$ cat src/rtl/service4_pkg.sv
// Shared types and constants for the alarm-clock service 4 block.
// Latency: n/a (declarations only).
// Backpressure: n/a (declarations only).
package service4_pkg;

    // Alarm FSM encoding. Only these four codes are legal; any other value
    // is treated as corrupt state and recovers to S0.
    localparam int STATE_W = 3;

    typedef enum logic [STATE_W-1:0] {
        S0 = 3'b000,   // idle
        S1 = 3'b001,   // ringing
        S2 = 3'b010,   // mini-game running
        S3 = 3'b100    // dismissed, waiting for the time code to move on
    } alarm_state_e;

    // Consecutive-correct counter as presented to the display.
    localparam int COUNT_W = 16;

    localparam logic [COUNT_W-1:0] C0 = 16'd0;
    localparam logic [COUNT_W-1:0] C1 = 16'd1;
    localparam logic [COUNT_W-1:0] C2 = 16'd2;
    localparam logic [COUNT_W-1:0] C3 = 16'd3;

    // Number of switches/LEDs in the mini-game.
    localparam int LED_WIDTH = 10;

endpackage

$ cat src/rtl/service_4_minigame.sv
// Switch-matching mini-game: round timer plus consecutive-correct scoring.
// Latency: one round is scored every ROUND_CYCLES cycles; results registered.
// Backpressure: none; all inputs are level-sampled every cycle.
//
// Ports:
//   clk, resetn          clock and asynchronous active-low reset
//   alarm_state          game-view state from the alarm FSM (S2 = play)
//   SPDTs, random_led    user switches and target LED pattern
//   count_state          consecutive-correct count (C0..WIN_COUNT)
//   mini_game            1 once WIN_COUNT rounds in a row were correct
//
// Optional build macro SERVICE4_NONZERO_MATCH_EN: when defined, an all-zero
// target pattern never counts as a correct round.
module service_4_minigame
    import service4_pkg::*;
#(
    parameter int LED_W        = LED_WIDTH,
    parameter int ROUND_CYCLES = 10,
    parameter int WIN_COUNT    = 3
) (
    input  logic               clk,
    input  logic               resetn,
    input  logic [STATE_W-1:0] alarm_state,
    input  logic [LED_W-1:0]   SPDTs,
    input  logic [LED_W-1:0]   random_led,
    output logic [COUNT_W-1:0] count_state,
    output logic               mini_game
);

    localparam int               TMR_W    = (ROUND_CYCLES > 1) ? $clog2(ROUND_CYCLES) : 1;
    localparam logic [TMR_W-1:0] TMR_LAST = TMR_W'(ROUND_CYCLES - 1);
    localparam logic [COUNT_W-1:0] WIN    = COUNT_W'(WIN_COUNT);

    logic [TMR_W-1:0]   timer_q,     timer_d;
    logic [COUNT_W-1:0] count_q,     count_d;
    logic               mini_game_q, mini_game_d;
    logic [COUNT_W-1:0] count_inc;
    logic               round_ok;

`ifdef SERVICE4_NONZERO_MATCH_EN
    assign round_ok = (SPDTs == random_led) && (random_led != '0);
`else
    assign round_ok = (SPDTs == random_led);
`endif

    assign count_inc = count_q + C1;

    always_comb begin
        timer_d     = '0;
        count_d     = C0;
        mini_game_d = 1'b0;
        case (alarm_state)
            S2: begin
                timer_d     = timer_q;
                count_d     = count_q;
                mini_game_d = mini_game_q;
                // Once won, the score is frozen: no more rounds are judged.
                if (!mini_game_q) begin
                    timer_d = (timer_q == TMR_LAST) ? '0 : timer_q + TMR_W'(1);
                    if (timer_q == TMR_LAST) begin
                        if (round_ok) begin
                            count_d = count_inc;
                            if (count_inc == WIN) begin
                                mini_game_d = 1'b1;
                            end
                        end else begin
                            count_d = C0;
                        end
                    end
                end
            end
            // The win flag stays visible to the UI while dismissed.
            S3:      mini_game_d = mini_game_q;
            default: ;
        endcase
    end

    always_ff @(posedge clk or negedge resetn) begin
        if (!resetn) begin
            timer_q     <= '0;
            count_q     <= C0;
            mini_game_q <= 1'b0;
        end else begin
            timer_q     <= timer_d;
            count_q     <= count_d;
            mini_game_q <= mini_game_d;
        end
    end

    assign count_state = count_q;
    assign mini_game   = mini_game_q;

endmodule

$ cat src/rtl/service_4_alarm_check.sv
// Alarm-clock service 4: ring on time match, dismiss by winning the mini-game.
// Latency: every state change is registered, one cycle after its trigger.
// Backpressure: none; all inputs are level-sampled every cycle.
//
// Ports:
//   clk, resetn        clock and asynchronous active-low reset
//   SPDT4              alarm enable (1 = armed); 0 forces idle and clears game
//   current, alarm     current time code and alarm set time code
//   push_m             debounced push button (acted on only while ringing)
//   SPDTs, random_led  mini-game switches and target pattern
//   alarm_state        S0=000 idle, S1=001 ring, S2=010 game, S3=100 dismissed
//   count_state        consecutive-correct count
//   mini_game          1 = mini-game won
//
// Optional build macro SERVICE4_NONZERO_MATCH_EN (see service_4_minigame).
module service_4_alarm_check
    import service4_pkg::*;
#(
    parameter int TIME_W       = 16,
    parameter int LED_W        = LED_WIDTH,
    parameter int ROUND_CYCLES = 10,
    parameter int WIN_COUNT    = 3
) (
    input  logic               clk,
    input  logic               resetn,
    input  logic               SPDT4,
    input  logic [TIME_W-1:0]  current,
    input  logic [TIME_W-1:0]  alarm,
    input  logic               push_m,
    input  logic [LED_W-1:0]   SPDTs,
    input  logic [LED_W-1:0]   random_led,
    output logic [STATE_W-1:0] alarm_state,
    output logic [COUNT_W-1:0] count_state,
    output logic               mini_game
);

    alarm_state_e       state_q, state_d;
    logic [STATE_W-1:0] game_state;
    logic               time_hit;

    assign time_hit = (current == alarm);

    always_comb begin
        state_d = state_q;
        if (!SPDT4) begin
            state_d = S0;
        end else begin
            case (state_q)
                S0:      if (time_hit)  state_d = S1;
                S1:      if (push_m)    state_d = S2;
                S2:      if (mini_game) state_d = S3;
                S3:      if (!time_hit) state_d = S0;
                default:                state_d = S0;
            endcase
        end
    end

    always_ff @(posedge clk or negedge resetn) begin
        if (!resetn) begin
            state_q <= S0;
        end else begin
            state_q <= state_d;
        end
    end

    // The scorer normally follows the current state, so the round timer runs
    // from the S2 entry edge. Whenever the FSM is heading to S0 (disarm,
    // dismiss or illegal code) it is shown S0 instead, so count, timer and
    // the win flag clear on that same edge rather than one cycle late.
    assign game_state = (state_d == S0) ? S0 : state_q;

    service_4_minigame #(
        .LED_W        (LED_W),
        .ROUND_CYCLES (ROUND_CYCLES),
        .WIN_COUNT    (WIN_COUNT)
    ) u_minigame (
        .clk         (clk),
        .resetn      (resetn),
        .alarm_state (game_state),
        .SPDTs       (SPDTs),
        .random_led  (random_led),
        .count_state (count_state),
        .mini_game   (mini_game)
    );

    assign alarm_state = state_q;

endmodule

$ cat config.mk
export PLATFORM = sky130hd
export DESIGN_NAME = service_4_alarm_check
export DESIGN_NICKNAME = d
export VERILOG_FILES = /design/src/rtl/service4_pkg.sv /design/src/rtl/service_4_minigame.sv /design/src/rtl/service_4_alarm_check.sv
export SDC_FILE = /design/constraint.sdc
export NUM_CORES = 1
export LEC_CHECK = 0
export ABC_AREA = 1
export BUFFER_PORTS_ARGS = -buffer_cell sky130_fd_sc_hd__buf_2
export CELL_PAD_IN_SITES_DETAIL_PLACEMENT = 0
export CELL_PAD_IN_SITES_GLOBAL_PLACEMENT = 1
export CORE_ASPECT_RATIO = 0.75
export CORE_MARGIN = 2
export CORE_UTILIZATION = 32
export CTS_BUF_LIST = sky130_fd_sc_hd__clkbuf_16
export DETAILED_ROUTE_END_ITERATION = 16
export PLACE_DENSITY_LB_ADDON = 0.1
export SLEW_MARGIN = 30
export SYNTH_ARGS = -nofsm -noshare
export SYNTH_HDL_FRONTEND = slang
export SYNTH_HIERARCHICAL = 1
export SYNTH_SLANG_ARGS = --single-unit
export TNS_END_PERCENT = 10
$ cat constraint.sdc
create_clock -name clk -period 2.5 [get_ports clk]
set_input_delay 0.25 -clock clk [delete_from_list [all_inputs] [get_ports clk]]
set_output_delay 0.25 -clock clk [all_outputs]
set_load 0.02 [all_outputs]
After elaboration in Yosys (flattened, before gate mapping)
Index checks and enable logic that the tools add are counted.
{"block": "totals", "register_bits": 24, "in_bits": 56, "out_inout_bits": 20, "word_cells": 39}
{"block": "op_classes", "add_sub_neg": 2, "n_eq_ne": 11, "n_mux": 19, "n_reduce_logical": 3}
{"operator": "16-bit two-way mux", "count": 4}
{"operator": "3-bit two-way mux", "count": 6}
{"operator": "16-bit by 1-bit adder with 16-bit output (second input constant)", "count": 1}
{"operator": "16-bit equality test", "count": 1}
{"operator": "16-bit by 2-bit equality test with 1-bit output (second input constant)", "count": 1}
{"operator": "4-bit two-way mux", "count": 3}
{"operator": "3-bit one-hot mux with 4 select lines", "count": 1}
{"operator": "10-bit equality test", "count": 1}
{"operator": "3-bit by 2-bit equality test with 1-bit output (second input constant)", "count": 2}
{"operator": "3-bit equality test (second input constant)", "count": 2}
{"operator": "3-bit logical NOT", "count": 2}
{"operator": "4-bit by 1-bit adder with 4-bit output (second input constant)", "count": 1}
{"operator": "4-bit equality test (second input constant)", "count": 1}
{"operator": "1-bit two-way mux", "count": 4}
{"operator": "3-bit by 1-bit equality test with 1-bit output (second input constant)", "count": 1}
{"operator": "2-bit by 1-bit != test with 1-bit output (second input constant)", "count": 1}
{"operator": "2-bit != test (second input constant)", "count": 1}
{"operator": "1-bit one-hot mux with 2 select lines", "count": 1}
{"operator": "2-bit AND reduction", "count": 1}

Depth between registers and ports, before layout
Gate-level depths: netlist of the first run.
{"block": "logic_depth", "depth_word": 9, "depth_mapped": 21, "mapped_depth_nobuf": 21}

Hierarchy
Netlist of the first run, hierarchy kept.
{"module": "service_4_minigame", "instances": 1, "cells_each": 235, "area_per_inst_um2": 1503.9, "seq_area_each_um2": 525.5}
{"module": "service_4_alarm_check", "instances": 1, "cells_each": 117, "area_per_inst_um2": 528.0, "seq_area_each_um2": 75.1}

Worst setup path after synthesis of the first run
OpenSTA, ideal clock, no wires.
{"block": "synth_path", "path_type": "flip-flop to flip-flop", "startpoint": "register state_q[1] (netlist: alarm_state[1])", "endpoint": "register u_minigame.count_q[11] (netlist: u_minigame/count_state[11])", "setup_time_ps": 82, "arrival_time_ps": 2171, "path_slack_ps": 246, "path_stages_with_launch": 16, "path_buffers": 0, "period_less_slack_ps": 2254, "path_cell_list": "dfrtp_1 -> inv_1 -> nor3_1 -> a22oi_1 -> or2_1 -> nand3_2 -> nand2_1 -> inv_1 -> nor2_1 -> nand2_1 -> inv_1 -> o21ai_4 -> nand2_2 -> nor3_4 -> inv_2 -> o22ai_1"}
{"block": "synth_via", "elab_chain_len": 8, "elab_cells_between_ends": 17, "cone_classes": "eq/ne (6); mux (8); reduce/logical (3)"}
{"item": "start, declared", "line": "service_4_alarm_check.sv:37", "text": "alarm_state_e state_q, state_d;"}
{"item": "start signal, assigned", "line": "service_4_alarm_check.sv:62", "text": "state_q <= state_d;"}
{"item": "3-bit equality test, or another cell as far along", "line": "service_4_alarm_check.sv:48", "text": "case (state_q)"}
{"item": "3-bit one-hot mux with 4 select lines (*)", "line": "service_4_alarm_check.sv:48"}
{"item": "3-bit two-way mux (*)", "line": "service_4_alarm_check.sv:45", "text": "if (!SPDT4) begin"}
{"item": "3-bit logical NOT (*)", "line": "service_4_alarm_check.sv:70", "text": "assign game_state = (state_d == S0) ? S0 : state_q;"}
{"item": "3-bit two-way mux (*)", "line": "service_4_alarm_check.sv:70"}
{"item": "named net game_state[2]", "line": "service_4_alarm_check.sv:38", "text": "logic [STATE_W-1:0] game_state;"}
{"item": "3-bit by 2-bit equality test with 1-bit output (*)", "line": "service_4_minigame.sv:52", "text": "case (alarm_state)"}
{"item": "2-bit by 1-bit != test with 1-bit output (no source line) or 2-bit != test (tied branches)"}
{"item": "2-bit AND reduction (no source line)"}
{"item": "end signal, assigned", "line": "service_4_minigame.sv:85", "text": "count_q <= count_d;"}
{"item": "end, declared", "line": "service_4_minigame.sv:35", "text": "logic [COUNT_W-1:0] count_q, count_d;"}
The timed path passes the listed nets; every way through them passes the cells marked *.
A chain may end at the register's enable or synchronous reset.

Final worst setup path of the first run
{"block": "layout_path", "startpoint": "register state_q[2] (netlist: alarm_state[2])", "endpoint": "register u_minigame.count_q[5] (netlist: u_minigame/count_state[5])"}
{"block": "layout_via", "elab_chain_len": 8, "elab_cells_between_ends": 17, "cone_classes": "eq/ne (6); mux (8); reduce/logical (3)"}
{"item": "3-bit equality test, or another cell as far along", "line": "service_4_alarm_check.sv:48"}
{"item": "3-bit one-hot mux with 4 select lines", "line": "service_4_alarm_check.sv:48"}
{"item": "3-bit two-way mux", "line": "service_4_alarm_check.sv:45"}
{"item": "3-bit logical NOT", "line": "service_4_alarm_check.sv:70"}
{"item": "3-bit two-way mux (*)", "line": "service_4_alarm_check.sv:70"}
{"item": "named net game_state[2]", "line": "service_4_alarm_check.sv:38"}
{"item": "3-bit by 2-bit equality test with 1-bit output (*)", "line": "service_4_minigame.sv:52"}
{"item": "2-bit by 1-bit != test with 1-bit output (no source line) or 2-bit != test (tied branches)"}
{"item": "2-bit AND reduction (no source line)"}
Marked as above.

==> metrics, run 1 <==
outcome completed; Die Wd 96.02 um; Starting Density 0.3264; mean post-synth cell area about 5.8 um2; # IOs 76; drt pass-1 iters 4; final hold vios 0; setup TNS 0 ns; critical path, cell by cell nor3_1 > a22oi_1 > or2_1 > nand3_2 > nand2_1 > inv_1 > nor2_1 > nand2_1 > inv_1 > o21ai_4 > nand2_2 > nor3_4 > buf_4 > nand2_1 > o21ai_0; Leakage ~1.6 nW; Tmin final 2.224 ns; TritonCTS clock tree built; clock root cell clkbuf_16; diodes inserted 0; Cell Pwr Density 325.9 nW/um2; CP Launch Type flop; worst-path fanout max 6; Arr. time, crit path 2.41 ns; Util after Layout 0.4235; Distinct cells, synth 23; H-tree depth 1; DRT Wirelength 5300 um; clk buf depth 2; Post-Syn Instances 352; register bit total from synthesis 24; gpl congestion between 0.7 and 0.8; CTS Buf Count 3; Synth Net Count 412; Post-Place Cells 510; min-delay worst type in2reg; pin count of the biggest net entering global routing 25; wire per inst 10.25 um; worst-skew pair later-pin latency 0.26 ns; total gr overflow 0; DRC Markers 0; most used cell along the critical path nand2_1; Seq/Total Area, Yosys 0.2956; GRT Overall Usage 0.1628; Port Buffers 75; endpoints failing setup 0; Bufs and invs on worst path 3; CTS Sinks 24; initial antenna violation count 0; die height ~73 um; Synth warnings 6; fraction of layout cells with a size suffix above 1 0.2110; Synth-to-Final Area Change 29.74%; Final ANT Viol Nets 0; R2R Path Start alarm_state[2]; Core Area 6225 um2; Worst-path clk slew about 0.060 ns; HPWL Detailed 4263 um; nets 497; final instance area 2636 um2; WP data required 2.68 ns; synthesized area 2032 um2; crit end category flop; Critical Path Source alarm_state[2]; critical path class reg2reg; Initial DRC Count 77; via count 2,225; Fmax 449.7 MHz; Max-Cap Viols 0; max-slew violation count 0; worst vdd ir 0.0003304 V; vias in the first global route 1,936; Final Cycle Share 0.8894; via density per instance around 4.3; Worst Clk Skew 0.001937 ns; hold path start SPDT4; measured slew at the worst slew-check pin between 0.5 and 0.6 ns; global-route wire length before repair 8825 um; slew margin rel. 0.6345; final hold slack 0.2581 ns; std cell rows 25; Area after DPL 2527 um2; Post-Layout Cell Count 517; worst stage delay on the critical path 0.44 ns; CP delay by family, top simple AND/OR/NAND/NOR gates; RSZ-0062 raised after global routing false; die footprint roughly 7000 um2; Crit-path slowest cell dfrtp_1
==> cell families after synthesis <==
logic type	after synthesis	synth area share
adder cells (fa/ha/maj)	4	0.02463
buffers and inverters	76	0.1404
flip-flops	24	0.2956
AO/OA/AOI/OAI	26	0.07821
AND/OR/NAND/NOR	215	0.4310
XOR/XNOR	7	0.03017
==> what timing repair did <==
action / CTS / global route
resized for setup: 0 / 1
endpoints found under the setup margin: 0 / 15
endpoints found under the hold margin: 8 / 0
buffers inserted: 0 / 2
hold buffers: 1 / 0
==> final cells by class <==
type / instances / area (um2)
Timing Repair Buffer: 81 / 422.9
Multi-Input combinational cell: 252 / 1151
Inverter: 75 / 281.5
Tap cell: 81 / 101.3
Sequential cell: 24 / 600.6
Clock inverter: 1 / 3.754
Fill cell: 701 / 3588
Clock buffer: 3 / 75.07
==> cells in the mapped netlist, drive strengths merged <==
library cell / n / area [um2]
nor2: 59 / 224.0
o31ai: 1 / 7.510
dfrtp: 24 / 600.6
o22ai: 7 / 43.79
inv: 75 / 281.5
nand3: 19 / 105.1
nand4: 5 / 31.28
clkbuf: 1 / 3.750
or2: 1 / 6.260
nand2: 128 / 483.0
nor3: 3 / 26.28
ha: 4 / 50.05
a21oi: 1 / 5.000
a22oi: 1 / 7.510
xor2: 7 / 61.31
o21ai: 16 / 95.10
==> stage by stage <==
| step | total power [W] | setup slack (ns) |
|---|---|---|
| after floorplan | 0.0004458 | 0.2462 |
| after global placement | 0.0005099 | 0.1077 |
| after detailed placement | 0.0005115 | 0.07360 |
| after CTS | 0.0008742 | 0.1517 |
| after global routing | 0.0009044 | 0.002585 |
| final | 0.0008592 | 0.2764 |
==> worst paths after layout <==
kind	slack [ns]	end	cells after the start
setup / recovery	0.28	u_minigame/count_state[5]	15
hold / removal	0.26	alarm_state[0]	3
setup reg to reg	0.28	u_minigame/count_state[5]	15
hold reg to reg	0.56	u_minigame/timer_q[3]	2
max in group asynchronous	1.62	u_minigame/count_state[0]	2
min in group asynchronous	0.51	u_minigame/count_state[14]	2
==> placed cells by master (no fill, tap or decap), drive strengths merged <==
cell,count
dfrtp,24
buf,80
nand2,128
xor2,7
nor2,59
a21oi,1
nand4,5
a22oi,1
clkbuf,3
or2,1
ha,4
o21ai,16
nor3,3
o31ai,1
clkinv,1
inv,75
nand3,19
o22ai,7
dlygate4sd3,1
==> registers in the layout, summed over array words and instances (netlist names) <==
name,flops
u_minigame/timer_q,4
alarm_state,3
u_minigame/count_state,16
u_minigame/mini_game,1
==> worst reg2reg max path: stages (launching register included) <==
cell and delay, ns:
dfrtp_1 0.44, nor3_1 0.26, a22oi_1 0.09, or2_1 0.25, nand3_2 0.09, nand2_1 0.05
inv_1 0.07, nor2_1 0.04, nand2_1 0.09, inv_1 0.11, o21ai_4 0.08, nand2_2 0.08
nor3_4 0.20, buf_4 0.19, nand2_1 0.05, o21ai_0 0.06
==> power by group <==
| group | switching [W] | internal [W] | total (W) |
|---|---|---|---|
| combinational | 0.0000594 | 0.0000559 | 0.000115 |
| clock | 0.000141 | 0.000214 | 0.000356 |
| sequential | 0.000000000907 | 0.000388 | 0.000388 |
| total | 0.000201 | 0.000658 | 0.000859 |
==> layer usage <==
layer | vias up | global-route usage | part of all wire
li1 | 1225 | - | -
met1 | 926 | 0.2444 | 0.53
met2 | 70 | 0.2377 | 0.38
met3 | 4 | 0.03409 | 0.084
met4 | 0 | 0.03810 | 0.0081
met5 | - | 0 | 0
No activity file was read; power rests on OpenSTA's default activity.
==> run 2: changes to the inputs <==
Settings changed: MAX_ROUTING_LAYER from default to met4.
==> run 2 against run 1 <==
  * Via count unchanged
  * Critical path depth unchanged
  * Clock skew about the same
  * Sequential share of layout area unchanged
  * Core utilization unchanged
  * Critical path type unchanged
  * Largest power group unchanged
==> metrics, run 2 (same netlist as run 1, synthesis figures left out) <==
Worst Clk Skew 0.001941 ns (+0.000004310 ns); DRC Markers 0 (unchanged); DRT Wirelength 5301 um (about the same); number of flip-flops in the largest register 16 (unchanged); min-delay worst type in2reg; crit end category flop; clk buf depth 2 (unchanged); final hold slack 0.2581 ns (+0.00001300 ns); most used cell along the critical path nand2_1; CTS Buf Count 3 (unchanged); HPWL Detailed 4263 um (unchanged); Die Wd 96.02 um (unchanged); R2R Path Start alarm_state[2]; max-slew violation count 0 (unchanged); worst-path fanout max 6 (unchanged); critical path, cell by cell nor3_1 > a22oi_1 > or2_1 > nand3_2 > nand2_1 > inv_1 > nor2_1 > nand2_1 > inv_1 > o21ai_4 > nand2_2 > nor3_4 > buf_4 > nand2_1 > o21ai_0; most frequent cells in the layout 127 x nand2_1, 75 x buf_2, 74 x inv_1, 58 x nor2_1, 24 x dfrtp_1; setup TNS 0 ns (unchanged); H-tree depth 1 (unchanged); initial antenna violation count 0 (unchanged); die footprint 7010 um2 (unchanged); # IOs 76 (unchanged); global-route wire length before repair 8818 um (about the same); Critical Path Source alarm_state[2]; fraction of layout cells with a size suffix above 1 0.2110 (unchanged); total gr overflow 0 (unchanged); via density per instance 4.304 (unchanged); clock root cell clkbuf_16; Bufs and invs on worst path 3 (unchanged); Arr. time, crit path 2.41 ns (about the same); Post-Place Cells 510 (unchanged); Final Cycle Share 0.8893 (about the same); Post-Layout Cell Count 517 (unchanged); hold path start SPDT4; worst vdd ir 0.0003304 V (about the same); worst-skew pair later-pin latency 0.26 ns (about the same); slew margin rel. 0.6344 (about the same); pin count of the biggest net entering global routing 25 (unchanged); Starting Density 0.3264 (unchanged); commonest non-fill, non-tap cell in the layout nand2_1; diodes inserted 0 (unchanged); wire per inst 10.25 um (about the same); drt pass-1 iters 4 (unchanged); CP delay by family, top simple AND/OR/NAND/NOR gates; std cell rows 25 (unchanged); Max-Cap Viols 0 (unchanged); Crit-path slowest cell dfrtp_1; measured slew at the worst slew-check pin 0.5485 ns (+0.0001979 ns); nets 497 (unchanged); Port Buffers 75 (unchanged); endpoints failing setup 0 (unchanged); WP data required 2.68 ns (about the same); Core Area 6225 um2 (unchanged); worst stage delay on the critical path 0.44 ns (about the same); vias in the first global route 1,937 (+0.052%); outcome completed; CP Launch Type flop; Tmin final 2.223 ns (-0.0001840 ns); Fmax 449.8 MHz (about the same); Worst-path clk slew 0.06 ns (about the same); gpl congestion 0.7764 (+1.3%); final hold vios 0 (unchanged); Synth-to-Final Area Change 29.74% (unchanged); critical path class reg2reg; die height 73.01 um (unchanged); Leakage 1.584 nW (unchanged); RSZ-0062 raised after global routing false; Final ANT Viol Nets 0 (unchanged); GRT Overall Usage 0.1676 (+0.004821); via count 2,225 (unchanged); TritonCTS clock tree built; Initial DRC Count 76 (-1.3%); CTS Sinks 24 (unchanged); Cell Pwr Density 325.9 nW/um2 (about the same)
-- run 2: cell counts in the layout (fill, tap and decap cells not counted) --
No cell type changed its count.
-- run 2: repair_timing --
item                                    4_1_cts  5_1_grt
hold buffers                                  1        0
endpoints found under the setup margin        0       15
setup buffers                                 0        2
hold endpoints to repair                      8        0
resized for setup                             0        1
-- run 2: power breakdown --
group / switching (W) / internal [W]
clock network: 0.000141 / 0.000214
logic: 0.0000594 / 0.0000559
registers: 0.000000000907 / 0.000388
total: 0.000201 / 0.000658
-- run 2: final cells by class --
class,instances,area [um2]
multi-input combinational,252,1151
clock buffer,3,75.07
tap,81,101.3
inverter,75,281.5
timing repair buffer,81,422.9
fill,701,3588
sequential,24,600.6
clock inverter,1,3.754
-- run 2: final timing paths --
check	end	slack (ns)	cells past startpoint
max	u_minigame/count_state[5]	0.28	15
min	alarm_state[0]	0.26	3
max reg2reg	u_minigame/count_state[5]	0.28	15
min reg2reg	u_minigame/timer_q[3]	0.56	2
max in group asynchronous	u_minigame/count_state[0]	1.62	2
min in group asynchronous	u_minigame/count_state[14]	0.51	2
-- run 2: per-stage QoR --
| step | power (W) | setup slack (ns) | utilization | instance area, um2 |
|---|---|---|---|---|
| 2_1_floorplan | 0.0004458 | 0.2462 | - | 2032 |
| 3_3_place_gp | 0.0005099 | 0.1077 | 0.4060 | 2527 |
| 3_5_place_dp | 0.0005115 | 0.07360 | 0.4060 | 2527 |
| 4_1_cts | 0.0008742 | 0.1517 | 0.4203 | 2616 |
| 5_1_grt | 0.0009044 | 0.002585 | 0.4235 | 2636 |
| 6_report | 0.0008592 | 0.2766 | 0.4235 | 2636 |
-- run 2: worst min-delay path, cell delays in order --
cell and delay (ns):
buf_2 0.10, nand2_1 0.08, inv_1 0.05
-- run 2: metal layers --
| layer | wire length (um) | GRT usage | part of all wire | vias up |
|---|---|---|---|---|
| li1 | - | - | - | 1225 |
| met1 | 2813 | 0.2457 | 0.53 | 926 |
| met2 | 2010 | 0.2377 | 0.38 | 70 |
| met3 | 433 | 0.03202 | 0.082 | 4 |
| met4 | 43 | 0.03810 | 0.0081 | 0 |
| met5 | 0 | - | 0 | - |
==> run 3: changes to the inputs <==
Settings changed: PLACE_DENSITY from default to 0.84, PLACE_DENSITY_LB_ADDON 0.1 to default.
==> run 3 against run 2 <==
  * The run now ends with negative hold slack left
  * Sequential share of layout area is 0.25 points lower
  * Non-clock buffer count stayed put
  * Core utilization is 0.46 points higher
  * Routed wire length is 3.4% higher
  * Cell area is 1.1% higher
  * Sequential power hardly changed
  * Power is 13% higher
  * Setup slack worse by 0.038 ns
  * Worst hold slack worse by 0.28 ns
  * Clock skew is 0.0027 ns higher
  * Largest cell class unchanged
  * Largest power group is now the clock network
  * Highest routed layer unchanged
==> metrics, run 3 (same netlist as run 1, synthesis figures left out) <==
setup TNS 0 ns (unchanged); slew margin rel. 0.6188 (-0.01556); H-tree depth 1 (unchanged); GRT Overall Usage 0.1679 (+0.0002980); gpl congestion 0.8430 (+8.6%); DRT Wirelength 5483 um (+3.4%); Final Worst Setup Slack 0.2382 ns (-0.03846 ns); Initial DRC Count 98 (+29%); Max-Cap Viols 0 (unchanged); Tmin final 2.262 ns (+0.03846 ns); nets 497 (unchanged); min-delay worst type in2async; Fmax 442.1 MHz (-1.7%); measured slew at the worst slew-check pin 0.5718 ns (+0.02334 ns); Place WS 0.2044 ns (+0.1308 ns); std cell rows 25 (unchanged); Port Buffers 75 (unchanged); Core Area 6225 um2 (unchanged); Worst Clk Skew 0.004670 ns (+0.002729 ns); Post-Layout Cell Count 517 (unchanged); Die Wd 96.02 um (unchanged); Synth-to-Final Area Change 31.16%; CTS Sinks 24 (unchanged); wire per inst 10.61 um (+3.4%); Cell Pwr Density 364.0 nW/um2 (+12%); met1 global-route usage 0.2406 (-0.005094); crit end category flop; initial antenna violation count 0 (unchanged); TritonCTS clock tree built; Util after Layout 0.4281 (+0.004623); drt pass-1 iters 4 (unchanged); vias in the first global route 2,011 (+3.8%); footprint of the multi-input gates 1156 um2 (+0.44%); most frequent cells in the layout 127 x nand2_1, 75 x buf_2, 74 x inv_1, 58 x nor2_1, 24 x dfrtp_1; worst-path fanout max 6 (unchanged); max-slew violation count 0 (unchanged); gr busiest metal met2; met3 usage 0.02996 (-0.002066); outcome complete, but fails checks; # IOs 76 (unchanged); final hold vios 24 (+24); CP Launch Type flop; CTS Buf Count 3 (unchanged); die height 73.01 um (unchanged); die footprint 7010 um2 (unchanged); FF/Latch Area 600.6 um2 (unchanged); Post-Place Cells 513 (+0.59%); via density per instance 4.472 (+3.9%); Starting Density 0.3264 (unchanged); pin count of the biggest net entering global routing 25 (unchanged); commonest non-fill, non-tap cell in the layout nand2_1; total of fill cells in the finished design 691 (-1.4%); fraction of layout cells with a size suffix above 1 0.2179 (+0.006881); DRC Markers 0 (unchanged); WP data required 2.68 ns (about the same); Worst-path clk slew 0.07 ns (about the same); via count 2,312 (+3.9%); diodes inserted 0 (unchanged); most used cell along the critical path nand2_1; worst-skew pair later-pin latency 0.26 ns (about the same); endpoints failing setup 0 (unchanged); Crit-path slowest cell dfrtp_1; final hold slack -0.02170 ns (-0.2798 ns); failing checks negative hold slack; clk buf depth 2 (unchanged); total gr overflow 0 (unchanged); Leakage 1.603 nW (+1.2%); worst vdd ir 0.0001914 V (-42%); Final Cycle Share 0.9047 (+0.01538); worst stage delay on the critical path 0.45 ns (about the same); critical path class reg2reg; Arr. time, crit path 2.45 ns (+0.04 ns); setup bufs post-CTS 0 (unchanged); HPWL Detailed 4475 um (+5.0%); Final ANT Viol Nets 0 (unchanged); clock root cell clkbuf_16; global-route wire length before repair 9080 um (+3.0%); critical path, cell by cell nor3_2 > a22oi_1 > or2_1 > nand3_2 > nand2_1 > inv_1 > nor2_1 > nand2_1 > inv_1 > o21ai_4 > nand2_2 > nor3_4 > buf_4 > nand2_1 > o21ai_0; number of flip-flops in the largest register 16 (unchanged); GR Util met2 0.2485 (+0.01080)
## run 3: metal layers
| metal | routed length (um) | share of wire |
|---|---|---|
| met5 | 0 | 0 |
| met4 | 33 | 0.0060 |
| met3 | 335 | 0.061 |
| met2 | 2416 | 0.44 |
| met1 | 2698 | 0.49 |
## run 3: layout make-up
cell class                      instances  share of cell area
Multi-Input combinational cell        252              0.4338
Clock inverter                          1             0.01127
Inverter                               75              0.1056
Sequential cell                        24              0.2254
Clock buffer                            3             0.02817
Tap cell                               81             0.03803
Timing Repair Buffer                   81              0.1577
## run 3: through the flow
| step | total power (W) | cell area (um2) | hold WS (ns) |
|---|---|---|---|
| CTS | 0.0009830 | 2655 | 0.0003632 |
| global route | 0.001018 | 2665 | 0.02793 |
| global placement | 0.0005089 | 2550 | 0.2781 |
| detailed placement | 0.0005115 | 2550 | 0.2780 |
| floorplan | 0.0004458 | 2032 | -0.04559 |
| finish | 0.0009700 | 2665 | -0.02170 |
## run 3: power by group
group / internal [W] / switching, W
Sequential: 0.000388 / 0.000000000909
Clock: 0.000319 / 0.000149
Combinational: 0.0000549 / 0.0000593
## run 3: final timing paths
check / startpoint / to / slack [ns] / cells after the start
max reg2reg: alarm_state[2] / u_minigame/count_state[6] / 0.24 / 15
min: resetn / u_minigame/count_state[9] / -0.02 / 1
min in group clk: SPDT4 / alarm_state[2] / 0.25 / 3
min reg2reg: u_minigame/timer_q[0] / u_minigame/timer_q[0] / 0.56 / 1
max in group asynchronous: resetn / u_minigame/count_state[0] / 2.15 / 1
max: alarm_state[2] / u_minigame/count_state[6] / 0.24 / 15
## run 3: critical path, delay by kind of cell, from the launching register on
kind / cells / cell delay (ns)
AND/OR/NAND/NOR: 9 / 1.12
flip-flops: 1 / 0.45
buffers and inverters: 3 / 0.35
AO/OA/AOI/OAI: 3 / 0.26
## run 3: repair_timing
action / CTS / global route
endpoints found under the setup margin: 0 / 11
hold endpoints to repair: 0 / 0
gates resized for setup: 0 / 2
hold buffers: 0 / 0
